--- src/rtl/mac_tx_scheduler.sv ---
// Round-robin MAC TX frame scheduler; MAC_TX_SCHED_TIMEOUT_EN adds a done-watchdog.
// Latency: i_req seen in IDLE -> o_start 1 clock later; the generator throttles via i_done.
module mac_tx_scheduler #(
    parameter int N_REQ            = 4,
    parameter int PAYLOAD_MAX_SIZE = 1500,
    parameter int IFG_CYCLES       = 12,
    parameter int TIMEOUT_CYCLES   = 4096
) (
    input  logic                  clk,
    input  logic                  i_rst,
    input  logic [N_REQ-1:0]      i_req,
    input  logic [N_REQ*48-1:0]   i_dest_address,
    input  logic [N_REQ*16-1:0]   i_eth_type,
    input  logic [N_REQ*16-1:0]   i_payload_length,
    input  logic                  i_done,
    output logic                  o_start,
    output logic [47:0]           o_dest_address,
    output logic [15:0]           o_eth_type,
    output logic [15:0]           o_payload_length,
    output logic [N_REQ-1:0]      o_grant,
    output logic [N_REQ-1:0]      o_ack,
    output logic                  o_busy,
    output logic                  o_timeout
);

    localparam int PW = (N_REQ > 1) ? $clog2(N_REQ) : 1;
    localparam int IW = $clog2(IFG_CYCLES + 1);

    if (N_REQ < 2 || N_REQ > 8 || IFG_CYCLES < 1 || TIMEOUT_CYCLES < 1) begin : g_param_check
        $error("mac_tx_scheduler: parameter out of range");
    end

    typedef enum logic [1:0] {IDLE, START, WAIT_DONE, IFG} state_t;

    state_t            r_state;
    logic [PW-1:0]     r_rr_ptr;
    logic [PW-1:0]     r_owner;
    logic [IW-1:0]     r_ifg_cnt;
    logic              r_start;
    logic [N_REQ-1:0]  r_grant;
    logic [N_REQ-1:0]  r_ack;
    logic              r_busy;
    logic [47:0]       r_dest;
    logic [15:0]       r_type;
    logic [15:0]       r_len;

    logic              w_found;
    logic [PW-1:0]     w_win;
    logic [15:0]       w_len_in;
    logic [15:0]       w_len_clamped;
    logic [PW-1:0]     w_next_ptr;

    // Search upward from the pointer with wrap; first active requester wins.
    always_comb begin
        w_found = 1'b0;
        w_win   = '0;
        for (int i = 0; i < N_REQ; i++) begin
            if (!w_found && i_req[(int'(r_rr_ptr) + i) % N_REQ]) begin
                w_found = 1'b1;
                w_win   = PW'((int'(r_rr_ptr) + i) % N_REQ);
            end
        end
    end

    assign w_len_in      = i_payload_length[int'(w_win)*16 +: 16];
    assign w_len_clamped = (w_len_in > 16'(PAYLOAD_MAX_SIZE)) ? 16'(PAYLOAD_MAX_SIZE) : w_len_in;
    assign w_next_ptr    = (r_owner == PW'(N_REQ - 1)) ? '0 : r_owner + PW'(1);

`ifdef MAC_TX_SCHED_TIMEOUT_EN
    localparam int TW = $clog2(TIMEOUT_CYCLES + 1);
    logic [TW-1:0] r_wd_cnt;
    logic          r_timeout;
    assign o_timeout = r_timeout;
`else
    assign o_timeout = 1'b0;
`endif

    always_ff @(posedge clk or posedge i_rst) begin
        if (i_rst) begin
            r_state   <= IDLE;
            r_rr_ptr  <= '0;
            r_owner   <= '0;
            r_ifg_cnt <= '0;
            r_start   <= 1'b0;
            r_grant   <= '0;
            r_ack     <= '0;
            r_busy    <= 1'b0;
            r_dest    <= '0;
            r_type    <= '0;
            r_len     <= '0;
`ifdef MAC_TX_SCHED_TIMEOUT_EN
            r_wd_cnt  <= '0;
            r_timeout <= 1'b0;
`endif
        end else begin
            r_start <= 1'b0;
            r_ack   <= '0;
`ifdef MAC_TX_SCHED_TIMEOUT_EN
            r_timeout <= 1'b0;
`endif
            case (r_state)
                IDLE: begin
                    if (w_found) begin
                        r_grant <= N_REQ'(1) << w_win;
                        r_owner <= w_win;
                        r_dest  <= i_dest_address[int'(w_win)*48 +: 48];
                        r_type  <= i_eth_type[int'(w_win)*16 +: 16];
                        r_len   <= w_len_clamped;
                        r_start <= 1'b1;
                        r_busy  <= 1'b1;
                        r_state <= START;
                    end
                end
                START: begin
`ifdef MAC_TX_SCHED_TIMEOUT_EN
                    r_wd_cnt <= '0;
`endif
                    r_state <= WAIT_DONE;
                end
                WAIT_DONE: begin
                    // A done coinciding with the watchdog limit still completes normally.
                    if (i_done) begin
                        r_ack     <= r_grant;
                        r_rr_ptr  <= w_next_ptr;
                        r_grant   <= '0;
                        r_ifg_cnt <= '0;
                        r_state   <= IFG;
                    end
`ifdef MAC_TX_SCHED_TIMEOUT_EN
                    else if (r_wd_cnt == TW'(TIMEOUT_CYCLES - 1)) begin
                        r_timeout <= 1'b1;
                        r_rr_ptr  <= w_next_ptr;
                        r_grant   <= '0;
                        r_ifg_cnt <= '0;
                        r_state   <= IFG;
                    end else begin
                        r_wd_cnt <= r_wd_cnt + TW'(1);
                    end
`endif
                end
                IFG: begin
                    if (r_ifg_cnt == IW'(IFG_CYCLES - 1)) begin
                        r_busy  <= 1'b0;
                        r_state <= IDLE;
                    end else begin
                        r_ifg_cnt <= r_ifg_cnt + IW'(1);
                    end
                end
                default: r_state <= IDLE;
            endcase
        end
    end

    assign o_start          = r_start;
    assign o_grant          = r_grant;
    assign o_ack            = r_ack;
    assign o_busy           = r_busy;
    assign o_dest_address   = r_dest;
    assign o_eth_type       = r_type;
    assign o_payload_length = r_len;

endmodule

--- config.mk ---
export PLATFORM = sky130hd
export DESIGN_NAME = mac_tx_scheduler
export DESIGN_NICKNAME = d
export VERILOG_FILES = /design/src/rtl/mac_tx_scheduler.sv
export SDC_FILE = /design/constraint.sdc
export NUM_CORES = 1
export LEC_CHECK = 0
export CAP_MARGIN = 20
export CORE_AREA = 8 8 155 157
export DETAILED_ROUTE_END_ITERATION = 10
export DIE_AREA = 0 0 163 165
export GPL_TIMING_DRIVEN = 0
export PLACE_DENSITY_LB_ADDON = 0.3
export SETUP_SLACK_MARGIN = 0.5
export SYNTH_ARGS = -nofsm -noshare
export SYNTH_HDL_FRONTEND = slang
export SYNTH_SLANG_ARGS = --single-unit
--- constraint.sdc ---
create_clock -name clk -period 4.7 [get_ports clk]
set_clock_uncertainty 0.05 [all_clocks]
set_input_delay 0.94 -clock clk [delete_from_list [all_inputs] [get_ports clk]]
set_output_delay 0.94 -clock clk [all_outputs]
set_load 0.01 [all_outputs]
# Word level (Yosys, flattened, before mapping)
# Cells that the tools add are included.
# totals
regBits,100
in_bits,327
out_inout_bits,91
word_cells,94
# op_classes
addsub,5
mul,1
order_cmp,5
eq_ne,9
shifts,4
n_mux,37
n_bitwise,3
reduce_logical,19
# op_table
cell,count
$shiftx A192 B9 Y48,1
$shiftx A64 B7 Y16,2
$mux W4,5
$gt A16 B11 Y1 const B,1
$mux W16,1
$mux W2,8
$pmux W4 S2,2
$mux W1,15
$lt A3 B4 Y1 const B,3
$reduce_and A3 Y1,4
$bmux W1 S2,4
$ne A2 B2 Y1 const B,4
$pmux W2 S4,1
$eq A2 B2 Y1 const B,3
$reduce_bool A2 Y1,3
$reduce_or A2 Y1,3
$add A2 B1 Y2 const B,2
$add A2 B2 Y2 const B,2
$add A4 B1 Y4 const B,1
$eq A4 B4 Y1 const B,1
$mul A2 B2 Y4 const B,1
$reduce_and A2 Y1,2
$shl A1 B2 Y4 const A,1
$and A1 B1 Y1 const A,3
other kinds (6),10

# Depth between registers and ports, before layout
# Gate-level depths: netlist (run 1).
# depth
depth_word,17
mapped_depth,10
depth_no_buf,9

# Least setup slack after synthesis (run 1)
# No wires, ideal clock.
# synth_timing
path_kind,input to register
from,input i_req[3]
to,register r_dest[10] (netlist: o_dest_address[10])
setup_time_ps,133
arrival_ps,2654
required_time_ps,4517
slack_ps,1862
path_stages,9
path_buffers,3
path_cell_list,buf_4 -> nand4b_1 -> o21ai_0 -> a211oi_1 -> buf_2 -> buf_4 -> mux2_2 -> a222oi_1 -> o21ai_0
# synth_between
elab_chain_cells,14
elab_cells_between_ends,28
cone_classes,mul: 1; shift: 1; mux: 19; reduce/logical: 7
# synth_rtl
item,line_no,rtl
"start, declared",11,"input logic [N_REQ-1:0] i_req,"
$bmux W1 S2,58,if (!w_found && i_req[(int'(r_rr_ptr) + i) % N_REQ]) begin
$mux W1 (implied by the code),58,
$mux W1,58,
$logic_not A1 Y1,58,
$logic_and A1 B1 Y1,58,
$mux W1,58,
$logic_not A1 Y1,58,
$logic_and A1 B1 Y1,58,
$mux W1,58,
$logic_not A1 Y1,58,
$logic_and A1 B1 Y1,58,
$mux W2,58,
$mul A2 B2 Y4,106,r_dest <= i_dest_address[int'(w_win)*48 +: 48];
$shiftx A192 B9 Y48,106,
"end signal, assigned",106,
"end, declared",43,logic [47:0] r_dest;
# Several ways; a longest one is shown, not always the timed one. The select of a mux whose other input is x is not followed.
# A chain may end at the register's enable or synchronous reset.

# Worst setup path in the final report (run 1)
# layout_timing
from,input i_req[3]
to,register r_dest[4] (netlist: o_dest_address[4])
# Same word-level chain as after synthesis.

==> results of run 1 <==
[path summary, 6_finish.rpt]
kind / slack [ns] / endpoint / cells after the start
max in group asynchronous: 2.92 / o_eth_type[6] / 3
max: 0.85 / o_dest_address[4] / 8
max reg2reg: 1.50 / o_dest_address[4] / 7
min: 0.43 / o_dest_address[15] / 2
min in group asynchronous: 0.99 / o_payload_length[12] / 2
min reg2reg: 0.43 / o_dest_address[15] / 2
[flip-flops by register name, summed over array words and instances (netlist names)]
| register | flops |
|---|---|
| r_state | 2 |
| o_grant | 4 |
| o_eth_type | 16 |
| r_owner | 2 |
| o_ack | 4 |
| o_busy | 1 |
| o_dest_address | 48 |
| o_payload_length | 16 |
| r_ifg_cnt | 4 |
| o_start | 1 |
| r_rr_ptr | 2 |
[worst register-to-register path, stage by stage (launching register included)]
cell      delay, ns
dfrtp_1        0.38
buf_4          0.17
nand2b_1       0.19
o211ai_1       0.65
clkbuf_1       0.55
clkbuf_1       0.61
a221oi_1       0.30
o21ai_0        0.22
[Yosys cell counts, types with 2 or more instances]
library cell	instances	share of area, %
a211oi_1	4	0.50
a21oi_1	9	0.75
a221oi_1	47	6.9
a222oi_1	19	3.2
a22o_1	13	1.9
a22oi_1	2	0.25
a311oi_1	3	0.44
and2_1	6	0.63
and3_1	5	0.52
buf_1	2	0.13
buf_2	5	0.42
buf_4	12	1.5
clkbuf_1	36	2.3
dfrtp_1	100	42
ha_1	6	1.3
inv_1	11	0.69
mux2_2	20	3.8
mux2i_1	46	7.7
nand2_1	90	5.6
nand2b_1	9	0.94
nand4_1	3	0.31
nor2_1	71	4.4
nor2b_1	4	0.42
nor3_1	11	0.92
nor4_1	5	0.52
o2111ai_1	3	0.44
o21a_1	3	0.38
o21ai_0	71	5.9
o21ai_1	5	0.42
o22ai_1	3	0.31
o31ai_1	3	0.38
or2_2	3	0.31
or3_1	4	0.42
or4_1	3	0.38
[cell type report]
cell class / instances / area, sq um / area share [%]
Timing Repair Buffer: 416 / 4180 / 38.6
Sequential cell: 100 / 2500 / 23.1
Clock inverter: 5 / 60.1 / 0.554
Tap cell: 280 / 350 / 3.23
Multi-Input combinational cell: 493 / 3200 / 29.5
Buffer: 55 / 258 / 2.38
Inverter: 11 / 43.8 / 0.404
Clock buffer: 11 / 243 / 2.24
[kinds of logic after synthesis]
kind of cell             Yosys count
AND/OR/NAND/NOR                  220
AO/OA/AOI/OAI                    200
flip-flops                       100
buffers and inverters             66
multiplexers                      66
adder cells (fa/ha/maj)            6
other                              1
[power groups by stage]
stage / Sequential, uW / Combinational (uW) / Clock [uW]
after floorplan: 1580 / 1450 / 0
final: 1440 / 3170 / 768
after global placement: 1430 / 3180 / 0
after CTS: 1440 / 3220 / 790
after detailed placement: 1450 / 3210 / 0
after global routing: 1480 / 3450 / 811
[per-stage QoR]
step           instances  hold WS (ns)
2_1_floorplan        659         0.400
3_5_place_dp        1355         0.419
4_1_cts             1371         0.434
6_report            1371         0.427
5_1_grt             1371         0.448
3_3_place_gp        1354         0.412
[metal layers]
metal  vias up  wire [um]  track usage [%]
met1      3315      11500             24.6
met3        48       2560             6.83
met4         2        802             7.42
met2       313      15400             37.9
met5         -         15                0
li1       3309          -                -
==> run summary, run 1 <==
* 418 — I/O pin count
* 43900 um — wire length of the first global-routing pass
* 16.3% — fraction of the mapped netlist area in simple logic gates
* 0 — Antenna diodes
* 10800 sq um — Final Cell Area
* 81.9% — post-route clock period utilization
* 22.1 um — routed wirelength normalized by instance count
* 9.11 sq um — Avg Inst Size Synth
* 53 — pin count of the biggest net entering global routing
* 100 — count of clock tree sinks
* 56 — Cell variety after synth
* o_dest_address[15] — min-delay src
* 3140 uW — Internal Pwr Total
* 0 — number of nets with antenna violations after routing
* 0.07 ns — Clock Pin Slew Worst Setup and Hold Paths
* input pin — category of the worst setup path launch point
* 25000 um — post-detail-place hpwl
* 496 nW/um^2 — Cell Pwr Density
* in -> reg — Setup Crit Path Kind
* i_req[3] — Worst setup startpoint
* 0% — parity-gate share of the synthesized area counting xor and xnor cells
* clkdlybuf4s50_1 — most common cell after layout, fill and taps aside
* 2 — Clock Path Buffers
* 6.05% — proportion of layout cells with a drive suffix above 1
* clkdlybuf4s50_1 > buf_4 > o21a_1 > o211ai_1 > clkbuf_1 > clkbuf_1 > a221oi_1 > o21ai_0 — cells traversed along the worst timing path
* 30300 um — Routed Wire Length
* 1.25% — Post-Synth Adder-Cell Area
* 5370 uW — total power after layout
* 0.865 — global placement routability congestion
* 415 — count of buffers from port buffering
* 50.5% — post-layout utilization of the core
* 21500 sq um — core area
* 10 — Critical Path Fanout Max
* 2080 — count of fill cells added during filler insertion
* 0 — cells resized by post-CTS repair
* 163 um — DIE WIDTH
* 0 — count of yosys warnings during synthesis
* 54 — floorplan row count
* 0 ns — final setup TNS
* 5 — DRT Pass-1 Iters
* 38.6% — worst max-slew margin expressed relative to the limit
* done — TritonCTS clock tree
* 4.92 ns — Req. time, crit path
* 6987 — overall via count from detail_route
* 14.3% — clock network power share
* 0.62 ns — CP peak stage delay
* clkdlybuf4s50_1 (415), dfrtp_1 (100), nand2_1 (90), o21ai_0 (71), nor2_1 (71) — commonest non-fill, non-tap cells in the layout
* 0.913 ns — Tightest Pin Transition
* 992 — net count after synthesis
* reg -> reg — class of the worst hold path
* dfrtp_1 — commonest register cell after synthesis
* 3.85 ns — post-layout min period
* 0 — total setup buffers inserted after CTS
* 41.7% — fraction of the yosys area taken by sequential cells
* 0 — number of flops mapped to enable cells by yosys
* false — RSZ-0062 raised after global routing
* compound AO/OA/AOI/OAI gates — dominant combinational cell family by area after synthesis
* 26900 sq um — Total Die Area
* 5.10 — Vias per Instance
* 4.07 ns — critical path arrival
* 0 — hold violation total from the final report
* 0.190 mV — worst vdd ir
* 1 — number of antenna violations at the first check in global routing
* 0.00435 uW — LEAKAGE
* 0.849 ns — final critical-path setup slack
* 3 — level count of the clock H-tree
* 7405 — vias in the first global route
* 27.9% — Initial Util
* r_rr_ptr[0] — r2r startpoint
* 2240 uW — reported net switching power
* clkbuf_16 — Root Buffer Master
* 1419 — net count of the finished layout
* 9 — cts bufs inserted
* 165 um — die span in y
* 10500 sq um — post-place instance area
* 0.349 ns — worst slack at placement
* 0 — max-capacitance violation count
* 0 — fin. max-slew vios
* 41.6% — switching power as a share of total power
* 659 — Post-Synthesis Cells
* 6000 sq um — netlist area before placement
* 100 — number of synthesized register bits
* register — Worst setup EP type
* clkbuf_1 — most frequent cell on the critical path
* 0.35 ns — later-pin clock latency in the skew report
* complete, no violations — result of the run
* 100% — fraction of registers with async set or reset after synthesis
* o211ai_1 — library cell contributing the largest single delay on the critical path
* 11.4% — share of synthesized area spent on multiplexers
* 260 MHz — Max Freq
* 80.6% — post-synthesis to final-layout area growth
* 0 — DR DRC count
* 0 — setup violation total in the final timing report
* 410 — initial detailed-routing violation count
* 59.0% — combinational group share of total power
* 24.4% — synthesized-area fraction occupied by ao, oa, aoi and oai cells
* 0 — total overflow reported by the global router
* 4 — number of buffers and inverters on the critical path
* 21.7% — total track usage
* buffers and inverters — Top delay family on crit path
* 0 — Hold-fix buffers, CTS
* 26.7% — Sequential Power Share
No activity file was read; power rests on OpenSTA's default activity.
==> run 2, diff against run 1 <==
==> constraint.sdc (replaced) <==
create_clock -name clk -period 3.18 [get_ports clk]
set_clock_uncertainty 0.05 [all_clocks]
set_input_delay 0.636 -clock clk [delete_from_list [all_inputs] [get_ports clk]]
set_output_delay 0.636 -clock clk [all_outputs]
set_load 0.01 [all_outputs]
==> run summary, run 2 (synthesized netlist as in run 1, its figures left out) <==
* complete, no violations — result of the run, unchanged
* 5 — DRT Pass-1 Iters, unchanged
* compound AO/OA/AOI/OAI gates — Top delay family on crit path, was buffers and inverters
* 7467 — vias in the first global route, was 7405
* 8350 uW — total power after layout, was 5370 uW
* 0.839 ns — Tightest Pin Transition, was 0.913 ns
* 415 — count of buffers from port buffering, unchanged
* 0.35 ns — later-pin clock latency in the skew report, about the same
* 26900 sq um — Total Die Area, unchanged
* 45000 um — wire length of the first global-routing pass, was 43900 um
* 0 — max-capacitance violation count, unchanged
* 0.00461 uW — LEAKAGE, was 0.00435 uW
* 7 — Critical Path Fanout Max, was 10
* 163 um — DIE WIDTH, unchanged
* o_eth_type[13] — min-delay src, was o_dest_address[15]
* clkbuf_16 — Root Buffer Master, unchanged
* 3380 sq um — footprint of the multi-input gates, was 3200 sq um
* register — Worst setup EP type, unchanged
* 0.55 ns — CP peak stage delay, was 0.62 ns
* 21500 sq um — core area, unchanged
* input pin — category of the worst setup path launch point, unchanged
* or4_4 — library cell contributing the largest single delay on the critical path, was o211ai_1
* 7128 — overall via count from detail_route, was 6987
* reg -> reg — class of the worst hold path, unchanged
* 9 — cts bufs inserted, unchanged
* 4900 uW — Internal Pwr Total, was 3140 uW
* 48 — flip-flop count of the largest register, all copies and words added, unchanged
* 2 — number of buffers and inverters on the critical path, was 4
* 0 — total overflow reported by the global router, unchanged
* 5.10 — Vias per Instance, about the same
* 82.9% — post-route clock period utilization
* 43 — pin count of the biggest net entering global routing, was 53
* 27.9% — Initial Util, unchanged
* 0 — setup violation total in the final timing report, unchanged
* true — RSZ-0062 raised after global routing, was false
* 1448 — net count of the finished layout, was 1419
* 0.428 ns — worst hold-check slack, was 0.427 ns
* in -> reg — Setup Crit Path Kind, unchanged
* 2500 sq um — combined flip-flop and latch cell area, unchanged
* 737 nW/um^2 — Cell Pwr Density, was 496 nW/um^2
* 0.07 ns — Clock Pin Slew Worst Setup and Hold Paths, about the same
* i_req[1] — Worst setup startpoint, was i_req[3]
* clkdlybuf4s50_1 — most common cell after layout, fill and taps aside, unchanged
* 492 — initial detailed-routing violation count, was 410
* 100 — count of clock tree sinks, unchanged
* 11.6% — proportion of layout cells with a drive suffix above 1, was 6.05%
* 43.5% — worst max-slew margin expressed relative to the limit, was 38.6%
* 2.80 ns — critical path arrival, was 4.07 ns
* 165 um — die span in y, unchanged
* 0 — DR DRC count, unchanged
* 418 — I/O pin count, unchanged
* dlygate4sd2_1 > buf_6 > a211oi_2 > o31a_1 > nand2b_4 > o2111ai_4 > or4_4 > o41ai_4 > a21oi_1 — cells traversed along the worst timing path, was clkdlybuf4s50_1 > buf_4 > o21a_1 > o211ai_1 > clkbuf_1 > clkbuf_1 > a221oi_1 > o21ai_0
* done — TritonCTS clock tree, unchanged
* 2.64 ns — post-layout min period
* 2 — Clock Path Buffers, unchanged
* 88.6% — post-synthesis to final-layout area growth, was 80.6%
* 31100 um — Routed Wire Length, was 30300 um
* 3 — level count of the clock H-tree, unchanged
* 0 — number of nets with antenna violations after routing, unchanged
* 0 — hold violation total from the final report, unchanged
* 25.4% — Sequential Power Share, was 26.7%
* 22.2 um — routed wirelength normalized by instance count, was 22.1 um
* 24900 um — post-detail-place hpwl, was 25000 um
* 1 — number of antenna violations at the first check in global routing, unchanged
* r_rr_ptr[0] — r2r startpoint, unchanged
* 0.343 mV — worst vdd ir, was 0.190 mV
* clkdlybuf4s50_1 (412), dfrtp_1 (100), nand2_1 (90), nor2_1 (71), o21ai_0 (70) — commonest non-fill, non-tap cells in the layout, was clkdlybuf4s50_1 (415), dfrtp_1 (100), nand2_1 (90), o21ai_0 (71), nor2_1 (71)
* 54 — floorplan row count, unchanged
* 0 — Antenna diodes, unchanged
* 61.1% — combinational group share of total power, was 59.0%
* 379 MHz — Max Freq
* 3.34 ns — Req. time, crit path, was 4.92 ns
* 41.4% — switching power as a share of total power, was 41.6%
* 3460 uW — reported net switching power, was 2240 uW
* 2016 — count of fill cells added during filler insertion, was 2080
* 13.5% — clock network power share, was 14.3%
* 0.837 — global placement routability congestion, was 0.865
* 0 — fin. max-slew vios, unchanged
* 22.1% — total track usage, was 21.7%
## run 2: cell count changes in the layout (fill, tap and decap cells not counted), moves of 3 or more
cell | before | now
buf_12 | 0 | 5
clkbuf_2 | 0 | 14
buf_4 | 12 | 35
nand2b_4 | 0 | 3
clkdlybuf4s50_1 | 415 | 412
clkbuf_1 | 37 | 21
a221oi_2 | 0 | 4
buf_2 | 5 | 2
a221oi_1 | 47 | 43
buf_6 | 0 | 6
## run 2: worst min-delay path: stages (launching register included)
cell     delay (ns)
dfrtp_1        0.34
nand2_1        0.04
o21ai_0        0.06
## run 2: cell type report
| type | count | area share, % |
|---|---|---|
| clock inverter | 5 | 0.530 |
| buffer | 55 | 2.95 |
| timing repair buffer | 445 | 39.0 |
| sequential | 100 | 22.1 |
| clock buffer | 10 | 2.11 |
| inverter | 11 | 0.398 |
| tap | 280 | 3.09 |
| multi-input combinational | 493 | 29.8 |
## run 2: final timing paths
| kind | to | slack (ns) | cells after the start |
|---|---|---|---|
| worst min-delay path | o_eth_type[13] | 0.43 | 2 |
| worst max-delay path | o_payload_length[0] | 0.54 | 9 |
| worst max register to register | o_payload_length[0] | 0.58 | 8 |
| max in group asynchronous | o_dest_address[33] | 1.75 | 3 |
| min in group asynchronous | o_dest_address[2] | 0.69 | 2 |
| worst min register to register | o_eth_type[13] | 0.43 | 2 |
## run 2: power by group through the flow
stage                     clock [uW]  sequential [uW]  combinational (uW)
after detailed placement           0             2140                4760
after global routing            1210             2190                5510
after floorplan                    0             2330                2140
after global placement             0             2110                4720
after CTS                       1160             2120                5060
final                           1130             2120                5100
## run 2: repair_timing
| action | CTS | global route |
|---|---|---|
| endpoints found under the setup margin | 86 | 63 |
| setup buffers | 24 | 3 |
| cloned | 1 | 0 |
| endpoints found under the hold margin | 0 | 0 |
| pin swaps | 11 | 6 |
| hold buffers | 0 | 0 |
| resized for setup | 48 | 20 |
## run 2: through the flow
| stage | TNS (ns) | utilization, % | instances | area, sq um | setup WS (ns) |
|---|---|---|---|---|---|
| floorplan | 0 | - | 659 | 6010 | 0.646 |
| global placement | -36.49 | 48.9 | 1354 | 10500 | -0.885 |
| detailed placement | -42.07 | 49.1 | 1356 | 10600 | -0.905 |
| CTS | 0 | 52.3 | 1396 | 11200 | 0.502 |
| global route | 0 | 52.7 | 1399 | 11300 | 0.460 |
| finish | 0 | 52.7 | 1399 | 11300 | 0.544 |
## run 2: metal layers
metal	global-route usage (%)	vias up	routed length [um]
met2	38.8	314	15700
met5	0	-	18
met3	6.80	42	2420
li1	-	3366	-
met1	25.7	3404	12200
met4	6.05	2	646
==> run 3, diff against run 2 <==
==> constraint.sdc (replaced) <==
create_clock -name clk -period 2.4 [get_ports clk]
set_clock_uncertainty 0.05 [all_clocks]
set_input_delay 0.48 -clock clk [delete_from_list [all_inputs] [get_ports clk]]
set_output_delay 0.48 -clock clk [all_outputs]
set_load 0.01 [all_outputs]
==> run summary, run 3 (synthesized netlist as in run 1, its figures left out) <==
* 0.35 ns — later-pin clock latency in the skew report, about the same
* 21500 sq um — core area, unchanged
* clkdlybuf4s50_1 — most common cell after layout, fill and taps aside, unchanged
* 26900 sq um — Total Die Area, unchanged
* 10700 sq um — post-place instance area, was 10600 sq um
* register — category of the worst setup path launch point, was input pin
* 100 — count of clock tree sinks, unchanged
* 0.00512 uW — LEAKAGE, was 0.00461 uW
* 25100 um — post-detail-place hpwl, was 24900 um
* 54 — floorplan row count, unchanged
* 400 MHz — Max Freq
* 0 — DR DRC count, unchanged
* 45700 um — wire length of the first global-routing pass, was 45000 um
* 4 — setup violation total in the final timing report, was 0
* finished, violations left — result of the run, was complete, no violations
* 7625 — vias in the first global route, was 7467
* reg -> reg — class of the worst hold path, unchanged
* 57.9% — post-layout utilization of the core, was 52.7%
* 32700 um — Routed Wire Length, was 31100 um
* setup timing — violated checks
* 5 — DRT Pass-1 Iters, unchanged
* 22.9 um — routed wirelength normalized by instance count, was 22.2 um
* 0 — number of nets with antenna violations after routing, unchanged
* 41 — pin count of the biggest net entering global routing, was 43
* 12400 sq um — Final Cell Area, was 11300 sq um
* 107% — post-synthesis to final-layout area growth, was 88.6%
* clkdlybuf4s50_1 (404), dfrtp_1 (99), nand2_1 (87), nor2_1 (65), o21ai_1 (50) — commonest non-fill, non-tap cells in the layout, was clkdlybuf4s50_1 (412), dfrtp_1 (100), nand2_1 (90), nor2_1 (71), o21ai_0 (70)
* 7271 — overall via count from detail_route, was 7128
* 3 — level count of the clock H-tree, unchanged
* 400 — initial detailed-routing violation count, was 492
* reg -> reg — Setup Crit Path Kind, was in -> reg
* 3920 sq um — footprint of the multi-input gates, was 3380 sq um
* 48 — flip-flop count of the largest register, all copies and words added, unchanged
* clkbuf_16 — Root Buffer Master, unchanged
* 9 — cts bufs inserted, unchanged
* 10 — Critical Path Fanout Max, was 7
* 2 — Clock Path Buffers, unchanged
* 21.8% — proportion of layout cells with a drive suffix above 1, was 11.6%
* 0.629 ns — Tightest Pin Transition, was 0.839 ns
* 0 — max-capacitance violation count, unchanged
* 27.9% — Initial Util, unchanged
* 22.5% — total track usage, was 22.1%
* 1476 — net count of the finished layout, was 1448
* 2500 sq um — combined flip-flop and latch cell area, about the same
* 415 — count of buffers from port buffering, unchanged
* -0.0990 ns — final critical-path setup slack, was 0.544 ns
* true — RSZ-0062 raised after global routing, unchanged
* 5.10 — Vias per Instance, about the same
* 0.398 mV — worst vdd ir, was 0.343 mV
* 104% — post-route clock period utilization
* 1010 nW/um^2 — Cell Pwr Density, was 737 nW/um^2
* 0 — number of antenna violations at the first check in global routing, was 1
* 418 — I/O pin count, unchanged
* 2.50 ns — post-layout min period
* 1875 — count of fill cells added during filler insertion, was 2016
* 58.0% — worst max-slew margin expressed relative to the limit, was 43.5%
* 165 um — die span in y, unchanged
* 2.67 ns — critical path arrival, was 2.80 ns
* 0 — fin. max-slew vios, unchanged
* 0.874 — global placement routability congestion, was 0.837
* 0.07 ns — Clock Pin Slew Worst Setup and Hold Paths, about the same
* 0 — hold violation total from the final report, unchanged
* 0 — total overflow reported by the global router, unchanged
* 2.57 ns — Req. time, crit path, was 3.34 ns
* done — TritonCTS clock tree, unchanged
* register — Worst setup EP type, unchanged
* 163 um — DIE WIDTH, unchanged
[run 3: cell count changes in the layout (fill, tap and decap cells not counted), sizes merged]
cell | before | now
dlymetal6s2s | 0 | 7
clkdlybuf4s50 | 412 | 404
inv | 11 | 13
clkinvlp | 2 | 1
dlygate4sd2 | 2 | 1
diode | 0 | 1
buf | 51 | 83
clkbuf | 45 | 42
clkinv | 2 | 1
[run 3: layout make-up]
type	instances	area share (%)
clock inverters	5	0.493
flip-flops and latches	100	20.1
clock buffers	9	1.81
well taps	280	2.82
plain buffers	55	4.18
diodes	1	0.0201
multi-input cells	493	31.5
repair buffers	473	38.7
inverters	11	0.362
[run 3: per-layer routing]
layer	global-route usage, %	wire [um]	part of all wire (%)
met2	40.9	17200	53
met1	25.4	12400	38
met5	0	0	0
met4	6.80	858	2.6
met3	5.88	2220	6.8
[run 3: per-stage QoR]
stage	worst slack, ns	setup TNS [ns]	total power [uW]	hold WS, ns	cells
floorplan	0.147	0	6120	0.400	659
global placement	-1.05	-103.37	9200	0.413	1354
detailed placement	-1.12	-62.55	9280	0.419	1356
CTS	-0.0821	-0.877	11600	0.435	1398
global route	-0.161	-3.11	13300	0.460	1426
finish	-0.0990	-0.249	12500	0.429	1427
[run 3: path summary, 6_finish.rpt]
kind                           startpoint              endpoint  slack, ns  cells past startpoint
max                           r_rr_ptr[1]     o_dest_address[7]       -0.1                      8
min                        o_eth_type[14]        o_eth_type[14]       0.43                      2
max reg2reg                   r_rr_ptr[1]     o_dest_address[7]       -0.1                      8
min reg2reg                o_eth_type[14]        o_eth_type[14]       0.43                      2
max in group asynchronous           i_rst        o_eth_type[11]       1.24                      3
min in group asynchronous           i_rst  o_payload_length[12]       0.47                      2
[run 3: timing repair]
| action | in CTS | in global routing |
|---|---|---|
| pin swaps | 19 | 41 |
| hold buffers | 0 | 0 |
| endpoints found under the setup margin | 91 | 86 |
| setup buffers | 25 | 25 |
| resized for setup | 105 | 170 |
| gates cloned | 3 | 3 |
[run 3: worst max-delay path: stages (launching register included)]
cell and delay (ns):
dfrtp_2 0.44, buf_6 0.15, mux2i_1 0.12, a22o_1 0.26, or2_2 0.31, buf_6 0.18
clkbuf_8 0.18, a222oi_1 0.53, o21ai_1 0.15
[run 3: power breakdown]
part | internal (uW) | switching, uW | total (uW)
combinational | 4210 | 3990 | 8200
sequential | 2400 | 428 | 2830
clock | 807 | 675 | 1480
total | 7420 | 5100 | 12500
